==> src/rtl/muldiv_pkg.sv <==
// Shared encodings for the iterative multiply/divide unit.
package muldiv_pkg;
  localparam int DEF_WIDTH = 64;

  typedef enum logic [1:0] {
    OP_MUL  = 2'b00,
    OP_UDIV = 2'b01,
    OP_SDIV = 2'b10,
    OP_RSVD = 2'b11
  } op_e;

  typedef enum logic [1:0] {
    IDLE = 2'b00,
    RUN  = 2'b01,
    FIN  = 2'b10
  } state_e;
endpackage

==> src/rtl/muldiv_if.sv <==
// Request/response bundle between the operand buses, control unit and muldiv_unit.
interface muldiv_if #(parameter int WIDTH = muldiv_pkg::DEF_WIDTH);
  logic             Start;
  logic [1:0]       Op;
  logic [WIDTH-1:0] OpA;
  logic [WIDTH-1:0] OpB;
  logic [WIDTH-1:0] Result;
  logic             Busy;
  logic             Done;
  logic             DivByZero;

  modport master (output Start, Op, OpA, OpB,
                  input  Result, Busy, Done, DivByZero);
  modport slave  (input  Start, Op, OpA, OpB,
                  output Result, Busy, Done, DivByZero);
endinterface

==> src/rtl/muldiv_divu_step.sv <==
// One combinational iteration of restoring division.
module divu_step #(
  parameter int WIDTH = 64
) (
  input  logic [WIDTH-1:0] remIn,
  input  logic             dvdBit,
  input  logic [WIDTH-1:0] divisor,
  output logic [WIDTH-1:0] remOut,
  output logic             qBit
);
  logic [WIDTH:0] shifted;
  logic [WIDTH:0] diff;

  assign shifted = {remIn, dvdBit};
  assign diff    = shifted - {1'b0, divisor};
  // remIn < divisor keeps the difference below 2^WIDTH, so bit WIDTH is a clean borrow
  assign qBit    = ~diff[WIDTH];
  assign remOut  = qBit ? diff[WIDTH-1:0] : shifted[WIDTH-1:0];
endmodule

==> src/rtl/muldiv_unit.sv <==
// Iterative WIDTH-bit MUL/UDIV/SDIV unit, one bit per cycle.
// Build option: MULDIV_SDIV_EN enables signed divide; otherwise Op=10 is reserved.
module muldiv_unit
  import muldiv_pkg::*;
#(
  parameter int WIDTH = DEF_WIDTH
) (
  input  logic     Clk,
  input  logic     Reset,
  muldiv_if.slave  bus
);
  localparam int CW = (WIDTH > 1) ? $clog2(WIDTH) : 1;
  localparam logic [CW-1:0] LAST = CW'(WIDTH - 1);

  state_e           state, stateNxt;
  op_e              opIn, opR;
  logic [CW-1:0]    count;
  logic [WIDTH-1:0] accR;   // MUL accumulator / UDIV remainder
  logic [WIDTH-1:0] aR;     // multiplicand / dividend shifting into quotient
  logic [WIDTH-1:0] bR;     // multiplier / divisor
  logic [WIDTH-1:0] resR;
  logic             dbzR;

  logic             isDivIn, validIn, canStart, goRun, goFin, lastIter;
  logic [WIDTH-1:0] mulAcc, remOut, quoNext, finalRes;
  logic             qBit;

`ifdef MULDIV_SDIV_EN
  logic             negR;
  logic [WIDTH-1:0] absA, absB;
  assign absA = bus.OpA[WIDTH-1] ? -bus.OpA : bus.OpA;
  assign absB = bus.OpB[WIDTH-1] ? -bus.OpB : bus.OpB;
`endif

  assign opIn = op_e'(bus.Op);

  always_comb begin
    isDivIn = (opIn == OP_UDIV);
`ifdef MULDIV_SDIV_EN
    isDivIn = isDivIn || (opIn == OP_SDIV);
`endif
    validIn  = (opIn == OP_MUL) || isDivIn;
    canStart = bus.Start && (state != RUN);
    goRun    = canStart && validIn && !(isDivIn && (bus.OpB == '0));
    goFin    = canStart && !goRun;
    lastIter = (state == RUN) && (count == LAST);
  end

  always_comb begin
    stateNxt = state;
    case (state)
      IDLE, FIN: begin
        if (goRun)      stateNxt = RUN;
        else if (goFin) stateNxt = FIN;
        else            stateNxt = IDLE;
      end
      RUN:     if (lastIter) stateNxt = FIN;
      default: stateNxt = IDLE;
    endcase
  end

  divu_step #(.WIDTH(WIDTH)) uStep (
    .remIn   (accR),
    .dvdBit  (aR[WIDTH-1]),
    .divisor (bR),
    .remOut  (remOut),
    .qBit    (qBit)
  );

  always_comb begin
    mulAcc  = accR + (bR[0] ? aR : '0);
    quoNext = {aR[WIDTH-2:0], qBit};
    if (opR == OP_MUL) finalRes = mulAcc;
    else               finalRes = quoNext;
`ifdef MULDIV_SDIV_EN
    // magnitude quotient gets its sign back; MIN / -1 wraps to MIN by itself
    if (opR == OP_SDIV && negR) finalRes = -quoNext;
`endif
  end

  always_ff @(posedge Clk or posedge Reset) begin
    if (Reset) begin
      state <= IDLE;
      opR   <= OP_MUL;
      count <= '0;
      accR  <= '0;
      aR    <= '0;
      bR    <= '0;
      resR  <= '0;
      dbzR  <= 1'b0;
`ifdef MULDIV_SDIV_EN
      negR  <= 1'b0;
`endif
    end else begin
      state <= stateNxt;
      if (goRun) begin
        opR   <= opIn;
        count <= '0;
        accR  <= '0;
        aR    <= bus.OpA;
        bR    <= bus.OpB;
        dbzR  <= 1'b0;
`ifdef MULDIV_SDIV_EN
        negR  <= 1'b0;
        if (opIn == OP_SDIV) begin
          aR   <= absA;
          bR   <= absB;
          negR <= bus.OpA[WIDTH-1] ^ bus.OpB[WIDTH-1];
        end
`endif
      end else if (goFin) begin
        resR <= '0;
        dbzR <= isDivIn;
      end else if (state == RUN) begin
        count <= count + 1'b1;
        if (opR == OP_MUL) begin
          accR <= mulAcc;
          aR   <= aR << 1;
          bR   <= bR >> 1;
        end else begin
          accR <= remOut;
          aR   <= quoNext;
        end
        if (lastIter) resR <= finalRes;
      end
    end
  end

  assign bus.Result    = resR;
  assign bus.DivByZero = dbzR;
  assign bus.Busy      = (state == RUN);
  assign bus.Done      = (state == FIN);
endmodule

==> src/flat_wrapper.sv <==
// flat-port wrapper written by rule: the top's interface ports become plain ports
module muldiv_unit_flat import muldiv_pkg::*;
#(
  parameter int WIDTH = DEF_WIDTH
)
  (Clk, Reset, bus_Start, bus_Op, bus_OpA, bus_OpB, bus_Result, bus_Busy, bus_Done, bus_DivByZero);
  muldiv_if #(.WIDTH(WIDTH)) bus_i ();
  input  logic Clk;
  input  logic Reset;
  input wire logic [$bits(bus_i.Start)-1:0] bus_Start;
  input wire logic [$bits(bus_i.Op)-1:0] bus_Op;
  input wire logic [$bits(bus_i.OpA)-1:0] bus_OpA;
  input wire logic [$bits(bus_i.OpB)-1:0] bus_OpB;
  output wire logic [$bits(bus_i.Result)-1:0] bus_Result;
  output wire logic [$bits(bus_i.Busy)-1:0] bus_Busy;
  output wire logic [$bits(bus_i.Done)-1:0] bus_Done;
  output wire logic [$bits(bus_i.DivByZero)-1:0] bus_DivByZero;
  assign bus_i.Start = bus_Start;
  assign bus_i.Op = bus_Op;
  assign bus_i.OpA = bus_OpA;
  assign bus_i.OpB = bus_OpB;
  assign bus_Result = bus_i.Result;
  assign bus_Busy = bus_i.Busy;
  assign bus_Done = bus_i.Done;
  assign bus_DivByZero = bus_i.DivByZero;
  muldiv_unit #(.WIDTH(WIDTH)) u_core (.Clk(Clk), .Reset(Reset), .bus(bus_i));
endmodule
==> config.mk <==
export PLATFORM = sky130hd
export DESIGN_NAME = muldiv_unit_flat
export DESIGN_NICKNAME = d
export VERILOG_FILES = /design/src/rtl/muldiv_pkg.sv /design/src/rtl/muldiv_if.sv /design/src/rtl/muldiv_divu_step.sv /design/src/rtl/muldiv_unit.sv /design/src/flat_wrapper.sv
export SDC_FILE = /design/constraint.sdc
export NUM_CORES = 1
export LEC_CHECK = 0
export CORE_MARGIN = 2
export CORE_UTILIZATION = 45
export CTS_CLUSTER_SIZE = 14
export DETAILED_ROUTE_END_ITERATION = 10
export PLACE_DENSITY_LB_ADDON = 0.1
export SYNTH_ARGS = -nofsm -noshare
export SYNTH_HDL_FRONTEND = slang
export SYNTH_SLANG_ARGS = --single-unit
==> constraint.sdc <==
create_clock -name Clk -period 7.9 [get_ports Clk]
set_input_delay 1.185 -clock Clk [delete_from_list [all_inputs] [get_ports Clk]]
set_output_delay 1.185 -clock Clk [all_outputs]
set_load 0.01 [all_outputs]
==> metrics.yaml, run 1 <==
setup_viol: 0
overflow: 0
syn_inst: 2688
tightest_slew_ns: 1.02
grt_max_degree: 107
finalHoldViolCount: 0
path_cells: "inv_1 > ha_1 > fa_1 > nand2b_1 > a21oi_1 > o21ai_0 > a21oi_1 > o211ai_1 > o211ai_1 > xor2_2 > or2_1 > buf_4 > nor2_1 > or3_1 > o31ai_1"
clk_path_buf_depth: 3
syn_nets: 2952
yosys_most_used_dff: "dfrtp_1"
post-route-period-util: 0.615
drc_errors: 0
worstSetupPathType: "reg2reg"
die_w_um: 219
critPathMaxFanout: 31
crit_path_start_kind: "register"
timing.hold.ws_ns: 0.476
drive_gt1_frac: 0.0437
fp.dieH_um: 219
fin_crit_ns: 4.86
max_stage_delay_ns: 0.77
groute.usage.overall: 0.317
area_growth_pct: 16.0
rsz0062_at_grt: "no"
netlist_area_um2: 20800
cts_setup_buffers: 0
postCtsHoldBufs: 0
grt_pass1_vias: 20400
fin_cells: 3390
placementRows: 78
vias: 20500
ys_warn_count: 0
synth-edff-count: 0
first_iter_violations: 1695
slew_headroom: 0.320
routedWlPerCell_um: 22.7
dieArea_um2: 48000
insertedDiodeCount: 0
cts_root_buf: "clkbuf_16"
drtPass1Iterations: 6
netlist_top_cells_area: "dfrtp_1 (32%), ha_1 (7.7%), nand2_1 (7.2%)"
synth_top_area_cell: "dfrtp_1"
yosysSeqAreaShare: 0.321
ctsResizeCount: 0
yosysUniqueCellTypes: 78
dp_hpwl_mm: 58.1
cp-end-kind: "register"
cts-buffers-inserted: 34
dp.cells: 3331
core_um2: 45600
insertion_delay_ns: 0.56
cp.arrival_ns: 5.33
async_reset_ff_frac: 1.00
clock-skew-final_ns: 0.0247
fillers: 4425
cts.clk_slew.worst_paths_ns: 0.06
port_buffers: 199
setup_tns_ns: 0
detail-route-antenna-nets: 0
grt_pass1_wl_mm: 117
finalNetCount: 3031
slew_violations: 0
p_leak_nw: 10.8
clock.fmax_mhz: 206
routed_wl_mm: 76.8
required_ns: 8.37
synth_top_area_frac: 0.321
cts_tree: "done"
place.gp.congestion: 1.00
status: "completed"
synth_seq_cells: 267
synth_most_common_cell: "nand2_1"
irDropWorstVdd_mv: 0.309
antenna_found_initial: 1
maxCapViolCount: 0
ys_top_cells_by_count: "nand2_1 (400), a21oi_1 (288), o21ai_0 (276)"
ios: 200
htreeDepth: 2
critical_path.slowest_cell: "xor2_2"
powerDensity_nw_per_um2: 482
avgSynthCellArea_um2: 7.75
hold_class: "reg2reg"
p_total_w: 0.0116
detail_route.vias_per_cell: 6.04
start_util: 0.457
cts.sinks: 267
[routing by layer]
metal | vias up | wire length [um] | track usage
met3 | 204 | 3210 | 0.0342
met1 | 9886 | 30100 | 0.366
met5 | - | 0 | 0
met4 | 0 | 4370 | 0.170
met2 | 647 | 39100 | 0.576
li1 | 9753 | - | -
[sequential cells by signal (all words and copies together), names as in the netlist]
| name | count |
|---|---|
| u_core.aR | 64 |
| u_core.state | 2 |
| u_core.bus.DivByZero | 1 |
| u_core.bR | 64 |
| u_core.accR | 64 |
| u_core.bus.Result | 64 |
| u_core.count | 6 |
| u_core.opR | 2 |
[final timing paths]
path / start / endpoint / slack (ns) / cells after the start
max reg2reg: u_core.aR[63] / u_core.accR[62] / 3.04 / 15
max: u_core.aR[63] / u_core.accR[62] / 3.04 / 15
min in group asynchronous: Reset / u_core.bR[55] / 0.96 / 2
min reg2reg: u_core.bus.DivByZero / u_core.bus.DivByZero / 0.48 / 2
max in group asynchronous: Reset / u_core.aR[36] / 5.28 / 4
min: u_core.bus.DivByZero / u_core.bus.DivByZero / 0.48 / 2
[area by class of cell]
class	count	area, um^2	area share
clock buffers	44	950	0.0393
clock inverters	15	139	0.00575
inverters	104	395	0.0164
multi-input cells	2136	13100	0.541
flip-flops and latches	267	6680	0.276
well taps	600	751	0.0311
repair buffers	224	2180	0.0902
[logic make-up after synthesis]
family / synth area share
AOI/OAI and AO/OA: 0.275
and+or+nand+nor: 0.201
buffers and inverters: 0.0548
DFF: 0.321
adders and majority gates: 0.0794
xor gates and xnor gates: 0.0471
muxes: 0.0226
[layout by cell type, fill, tap and decap left out, drive strengths merged, types with 8 or more instances in the layout]
master / n
o31ai: 16
a211oi: 18
mux2: 8
nand2: 400
nor2: 181
o21a: 16
dfrtp: 267
ha: 129
o21bai: 23
nand3: 78
nor4: 23
a31oi: 22
nand4: 52
nor2b: 12
clkdlybuf4s50: 199
clkinv: 9
nor3: 32
mux2i: 38
xor2: 56
clkbuf: 44
buf: 25
and3: 11
a22o: 20
a22oi: 68
o22ai: 9
or3: 12
a21boi: 8
a21oi: 291
and2: 79
o211ai: 19
inv: 103
o21ai: 278
a21o: 75
o221ai: 15
nand2b: 18
xnor2: 56
[power by group]
| group | internal [W] | total (W) | switching, W |
|---|---|---|---|
| logic | 0.00274 | 0.00772 | 0.00498 |
| registers | 0.00184 | 0.00236 | 0.000517 |
| clock network | 0.000915 | 0.00156 | 0.000650 |
[stage by stage]
step	cell area, um^2	setup slack [ns]	utilization
after detailed placement	23100	3.04	0.506
after CTS	24200	3.13	0.530
after global routing	24200	2.64	0.530
final	24200	3.04	0.530
after floorplan	20800	3.19	-
after global placement	23100	3.03	0.506
[worst max-delay path, delay by kind of cell, from the launching register on]
kind / cells / cell delay (ns)
buf+inv: 2 / 0.49
simple gates: 4 / 1.06
compound gates: 6 / 1.42
fa+ha+maj: 2 / 0.63
flops: 1 / 0.37
xor+xnor: 1 / 0.77
Power figures use the tool's default switching activity.
==> run 2: changes to the inputs <==
==> constraint.sdc (replaced) <==
create_clock -name Clk -period 4.7 [get_ports Clk]
set_input_delay 0.705 -clock Clk [delete_from_list [all_inputs] [get_ports Clk]]
set_output_delay 0.705 -clock Clk [all_outputs]
set_load 0.01 [all_outputs]
==> metrics.yaml, run 2 (same netlist as run 1, synthesis figures left out) <==
hold_class: "in2async"  # was reg2reg
p_leak_nw: 10.9  # was 10.8 nW
cp-end-kind: "register"  # unchanged
start_util: 0.457  # unchanged
worst_r2r_startpoint: "u_core.bR[0]"  # was u_core.aR[63]
routedWlPerCell_um: 21.5  # was 22.7 um
cts.sinks: 267  # unchanged
crit_path_start_kind: "register"  # unchanged
layout_commonest_cell: "nand2_1"  # unchanged
fin_cells: 3398  # was 3390
r2r-end: "u_core.accR[60]"  # was u_core.accR[62]
drive_gt1_frac: 0.0465  # was 0.0437
post-route-period-util: 0.894  # was 0.615
antenna_found_initial: 1  # unchanged
place.gp.congestion: 0.955  # was 1.00
cp_top_family: "compound AO/OA/AOI/OAI gates"  # unchanged
port_buffers: 199  # unchanged
max_stage_delay_ns: 0.50  # was 0.77 ns
cts-buffers-inserted: 34  # unchanged
core_um2: 45600  # unchanged
finalHoldViolCount: 0  # unchanged
groute.usage.overall: 0.307  # was 0.317
die_w_um: 219  # unchanged
postLayoutCoreUtil: 0.535  # was 0.530
setup_tns_ns: 0  # unchanged
worstRegToRegCells: 14  # was 15
use_met2: 0.542  # was 0.576
slew_violations: 0  # unchanged
worst-path-stages: 14  # was 15
overflow: 0  # unchanged
vias: 20300  # was 20.5k
postCtsHoldBufs: 0  # unchanged
cts_setup_buffers: 0  # unchanged
clk_path_buf_depth: 3  # unchanged
critical_path.slowest_cell: "o31ai_1"  # was xor2_2
grt_pass1_vias: 20400  # about the same
crit_buf_inv: 1  # was 2
htreeDepth: 2  # unchanged
detail-route-antenna-nets: 0  # unchanged
grtUsageMet1: 0.357  # was 0.366
gr-max-usage-layer: "met2"  # unchanged
worstSetupPathType: "reg2reg"  # unchanged
dp_hpwl_mm: 55.2  # was 58.1 mm
drtPass1Iterations: 6  # unchanged
dp.cells: 3342  # was 3331
reg2reg_slack_ns: 0.50  # was 3.04 ns
fin_crit_ns: 4.20  # was 4.86 ns
irDropWorstVdd_mv: 0.397  # was 0.309 mV
crit_top_cell: "a32o_1"
clock.fmax_mhz: 238  # was 206 MHz
cts.clk_slew.worst_paths_ns: 0.06  # about the same
dieArea_um2: 48000  # unchanged
worst_slack_ns: 0.497  # was 3.04 ns
required_ns: 5.18  # was 8.37 ns
finalNetCount: 3042  # was 3031
layout_common_cells: "nand2_1 (399), a21oi_1 (288), o21ai_0 (276)"  # unchanged
dp_slack_ns: 0.585  # was 3.04 ns
drc_errors: 0  # unchanged
setup_viol: 0  # unchanged
cp.arrival_ns: 4.68  # was 5.33 ns
clock-skew-final_ns: 0.0218  # was 0.0247 ns
cts_root_buf: "clkbuf_16"  # unchanged
rsz0062_at_grt: "no"  # unchanged
use_met3: 0.0326  # was 0.0342
first_iter_violations: 1598  # was 1695
detail_route.vias_per_cell: 5.98  # was 6.04
slew_headroom: 0.266  # was 0.320
tightest_slew_ns: 1.10  # was 1.02 ns
critPathMaxFanout: 26  # was 31
insertedDiodeCount: 0  # unchanged
insertion_delay_ns: 0.56  # about the same
status: "completed"  # unchanged
grt_max_degree: 147  # was 107
placementRows: 78  # unchanged
ios: 200  # unchanged
ctsResizeCount: 0  # unchanged
timing.hold.ws_ns: 0.455  # was 0.476 ns
area_growth_pct: 17.1  # was 16.0%
routed_wl_mm: 73.0  # was 76.8 mm
powerDensity_nw_per_um2: 800  # was 482 nW/um^2
fp.dieH_um: 219  # unchanged
cts_tree: "done"  # unchanged
grt_pass1_wl_mm: 114  # was 117 mm
maxCapViolCount: 0  # unchanged
path_cells: "buf_4 > nand2_1 > fa_1 > nand2b_1 > a21oi_1 > o2111ai_1 > a2111oi_1 > a211o_2 > a31oi_2 > o31ai_1 > nor3_2 > a32o_1 > a211oi_1 > a32o_1"  # was inv_1 > ha_1 > fa_1 > nand2b_1 > a21oi_1 > o21ai_0 > a21oi_1 > o211ai_1 > o211ai_1 > xor2_2 > or2_1 > buf_4 > nor2_1 > or3_1 > o31ai_1
[run 2: worst max path at each step]
| stage | slack, ns | end | start |
|---|---|---|---|
| after floorplan | 0.47 | u_core.aR[0] | Reset |
| after global placement | 0.66 | u_core.accR[60] | u_core.bR[0] |
| after detailed placement | 0.59 | u_core.accR[60] | u_core.bR[0] |
| after CTS | 0.52 | u_core.accR[60] | u_core.bR[0] |
| after global routing | 0.19 | u_core.accR[60] | u_core.bR[0] |
| final | 0.50 | u_core.accR[60] | u_core.bR[0] |
[run 2: layout make-up]
cell class                 instances  area, um^2
sequential                       267        6680
timing repair buffer             235        2340
clock buffer                      48        1030
multi-input combinational       2136       13100
inverter                         104         395
fill                            4385       21200
tap                              600         751
clock inverter                     8         125
[run 2: worst register-to-register path: stages (launching register included)]
cell	delay, ns
dfrtp_1	0.38
buf_4	0.29
nand2_1	0.15
fa_1	0.43
nand2b_1	0.18
a21oi_1	0.27
o2111ai_1	0.24
a2111oi_1	0.43
a211o_2	0.24
a31oi_2	0.16
o31ai_1	0.50
nor3_2	0.13
a32o_1	0.27
a211oi_1	0.26
a32o_1	0.20
[run 2: routing by layer]
metal | vias up | share of wire | routed length (um)
li1 | 9812 | - | -
met1 | 9696 | 0.40 | 28900
met2 | 570 | 0.50 | 36500
met3 | 226 | 0.039 | 2810
met4 | 0 | 0.066 | 4790
met5 | - | 0 | 0
[run 2: report_power, final]
| group | leakage, nW | switching (W) | internal (W) | total [W] |
|---|---|---|---|---|
| Sequential | 3.46 | 0.000964 | 0.00309 | 0.00406 |
| Clock | 0.564 | 0.00106 | 0.00168 | 0.00275 |
| Combinational | 6.92 | 0.00802 | 0.00470 | 0.0127 |
| Total | 10.9 | 0.0100 | 0.00947 | 0.0195 |
[run 2: per-stage QoR]
stage	area [um^2]	power [W]
after CTS	24400	0.0195
after floorplan	20800	0.0130
after detailed placement	23200	0.0167
after global routing	24400	0.0211
final	24400	0.0195
after global placement	23200	0.0165
==> run 3: changes to the inputs <==
--- a/config.mk
+++ b/config.mk
@@ -7,9 +7,9 @@
 export LEC_CHECK = 0
 export CORE_MARGIN = 2
 export CORE_UTILIZATION = 45
-export CTS_CLUSTER_SIZE = 14
 export DETAILED_ROUTE_END_ITERATION = 10
 export PLACE_DENSITY_LB_ADDON = 0.1
+export REMOVE_ABC_BUFFERS = 1
 export SYNTH_ARGS = -nofsm -noshare
 export SYNTH_HDL_FRONTEND = slang
 export SYNTH_SLANG_ARGS = --single-unit
==> constraint.sdc (replaced) <==
create_clock -name Clk -period 3.7 [get_ports Clk]
set_input_delay 0.555 -clock Clk [delete_from_list [all_inputs] [get_ports Clk]]
set_output_delay 0.555 -clock Clk [all_outputs]
set_load 0.01 [all_outputs]
==> metrics.yaml, run 3 (same netlist as run 1, synthesis figures left out) <==
status: "finished with violations"  # was completed
violations: "negative setup slack"
drtPass1Iterations: 6  # unchanged
htreeDepth: 2  # unchanged
p_sw_frac: 0.488  # was 0.515
layout_common_cells: "nand2_1 (393), buf_4 (356), dfrtp_1 (266)"  # was nand2_1 (399), a21oi_1 (288), o21ai_0 (276)
cts_root_buf: "clkbuf_16"  # unchanged
clk_path_buf_depth: 3  # unchanged
drc_errors: 0  # unchanged
place.gp.congestion: 0.998  # was 0.955
fillers: 4085  # was 4385
crit_path_start_kind: "register"  # unchanged
vias: 22400  # was 20.3k
clockPowerShare: 0.121  # was 0.141
critPathMaxFanout: 7  # was 26
crit_buf_inv: 4  # was 1
worstSetupPathType: "reg2reg"  # unchanged
crit_top_cell: "buf_4"  # was a32o_1
power.internal_w: 0.0151  # was 0.00947 W
path_cells: "buf_8 > and2_1 > ha_4 > buf_4 > nand3_2 > o311ai_4 > a21oi_2 > a2111oi_2 > buf_4 > o41ai_2 > buf_4 > nand3b_1 > a21oi_4 > nor3_2 > or3_1 > a21oi_2 > o21ai_0"  # was buf_4 > nand2_1 > fa_1 > nand2b_1 > a21oi_1 > o2111ai_1 > a2111oi_1 > a211o_2 > a31oi_2 > o31ai_1 > nor3_2 > a32o_1 > a211oi_1 > a32o_1
grt_max_degree: 87  # was 147
critical_path.slowest_cell: "dfrtp_1"  # was o31ai_1
max_stage_delay_ns: 0.43  # was 0.50 ns
powerDensity_nw_per_um2: 1040  # was 800 nW/um^2
required_ns: 4.13  # was 5.18 ns
slew_violations: 0  # unchanged
combPwrFrac: 0.710  # was 0.651
irDropWorstVdd_mv: 0.499  # was 0.397 mV
tightest_slew_ns: 0.920  # was 1.10 ns
rsz0062_at_grt: "yes"  # was no
clock.fmax_mhz: 268  # was 238 MHz
insertion_delay_ns: 0.56  # about the same
port_buffers: 199  # unchanged
first_iter_violations: 2044  # was 1598
routedWlPerCell_um: 22.0  # was 21.5 um
detail_route.vias_per_cell: 5.94  # was 5.98
dp.cells: 3679  # was 3342
dp_slack_ns: -0.400  # was 0.585 ns
ios: 200  # unchanged
dp_hpwl_mm: 62.0  # was 55.2 mm
fin_cells: 3763  # was 3398
die_w_um: 219  # unchanged
setup_viol: 4  # was 0
groute.usage.overall: 0.335  # was 0.307
layout_commonest_cell: "nand2_1"  # unchanged
netSwitchingPower_w: 0.0144  # was 0.0100 W
cts-buffers-inserted: 35  # was 34
core_um2: 45600  # unchanged
post-route-period-util: 1.01  # was 0.894
cp.arrival_ns: 4.15  # was 4.68 ns
clock-skew-final_ns: 0.0249  # was 0.0218 ns
drive_gt1_frac: 0.201  # was 0.0465
detail-route-antenna-nets: 0  # unchanged
overflow: 0  # unchanged
hold_class: "reg2reg"  # was in2async
cp-end-kind: "register"  # unchanged
cts.sinks: 267  # unchanged
dieArea_um2: 48000  # unchanged
start_util: 0.457  # unchanged
p_leak_nw: 13.0  # was 10.9 nW
cts_tree: "done"  # unchanged
worst_slack_ns: -0.0261  # was 0.497 ns
area_growth_pct: 36.1  # was 17.1%
grt_pass1_vias: 21600  # was 20.4k
routed_wl_mm: 82.7  # was 73.0 mm
pwr-share-seq: 0.168  # was 0.208
p_total_w: 0.0295  # was 0.0195 W
grt_pass1_wl_mm: 125  # was 114 mm
placementRows: 78  # unchanged
cts.clk_slew.worst_paths_ns: 0.06  # about the same
finalNetCount: 3402  # was 3042
antenna_found_initial: 4  # was 1
slew_headroom: 0.384  # was 0.266
cp_top_family: "compound AO/OA/AOI/OAI gates"  # unchanged
finalHoldViolCount: 0  # unchanged
maxCapViolCount: 0  # unchanged
fin_crit_ns: 3.73  # was 4.20 ns
fp.dieH_um: 219  # unchanged
run 3: layout make-up:
| type | count | area (um^2) | share of cell area |
|---|---|---|---|
| Antenna cell | 1 | 2.50 | 0.0000882 |
| Clock buffer | 48 | 1030 | 0.0362 |
| Clock inverter | 13 | 146 | 0.00516 |
| Inverter | 104 | 400 | 0.0141 |
| Multi-Input combinational cell | 2136 | 14000 | 0.494 |
| Sequential cell | 267 | 6680 | 0.236 |
| Tap cell | 600 | 751 | 0.0265 |
| Timing Repair Buffer | 594 | 5330 | 0.188 |
run 3: repair_timing:
item,CTS,global route
hold buffers,0,0
setup buffers,4,15
pin swaps,13,69
gates resized for setup,48,164
setup endpoints to repair,80,63
cloned,0,4
run 3: worst reg2reg max path, stage by stage, from the launching register on:
cell and delay (ns):
dfrtp_1 0.43, buf_8 0.18, and2_1 0.19, ha_4 0.24, buf_4 0.16, nand3_2 0.09
o311ai_4 0.10, a21oi_2 0.23, a2111oi_2 0.10, buf_4 0.16, o41ai_2 0.30, buf_4 0.17
nand3b_1 0.20, a21oi_4 0.34, nor3_2 0.08, or3_1 0.36, a21oi_2 0.15, o21ai_0 0.10
run 3: through the flow:
stage | hold slack (ns) | utilization | setup TNS [ns] | cell area (um^2)
2_1_floorplan | 0.474 | - | -4645.97 | 20100
5_1_grt | 0.518 | 0.622 | -0.751 | 28400
3_5_place_dp | 0.478 | 0.569 | -10.51 | 25900
6_report | 0.482 | 0.622 | -0.0514 | 28400
3_3_place_gp | 0.465 | 0.569 | -4.32 | 25900
4_1_cts | 0.490 | 0.601 | -0.0775 | 27400
run 3: power groups by stage:
stage | sequential [W] | clock [W] | combinational (W)
after floorplan | 0.00463 | 0 | 0.0117
after CTS | 0.00489 | 0.00363 | 0.0194
after detailed placement | 0.00491 | 0 | 0.0191
after global placement | 0.00491 | 0 | 0.0189
final | 0.00497 | 0.00358 | 0.0210
after global routing | 0.00506 | 0.00374 | 0.0227
run 3: layer usage:
metal / wire length [um] / GRT usage / share of wire
met5: 39 / 0 / 0.00047
met4: 2260 / 0.102 / 0.027
met3: 5700 / 0.0467 / 0.069
met2: 36600 / 0.519 / 0.44
met1: 38100 / 0.483 / 0.46
run 3: worst paths after layout:
path	from	endpoint	slack [ns]	cells past startpoint
min in group asynchronous	Reset	u_core.bus.Result[7]	0.52	2
max	u_core.bR[0]	u_core.bus.Result[63]	-0.03	17
min reg2reg	u_core.bus.DivByZero	u_core.bus.DivByZero	0.48	2
max reg2reg	u_core.bR[0]	u_core.bus.Result[63]	-0.03	17
max in group asynchronous	Reset	u_core.bus.Result[49]	2.42	3
min	u_core.bus.DivByZero	u_core.bus.DivByZero	0.48	2
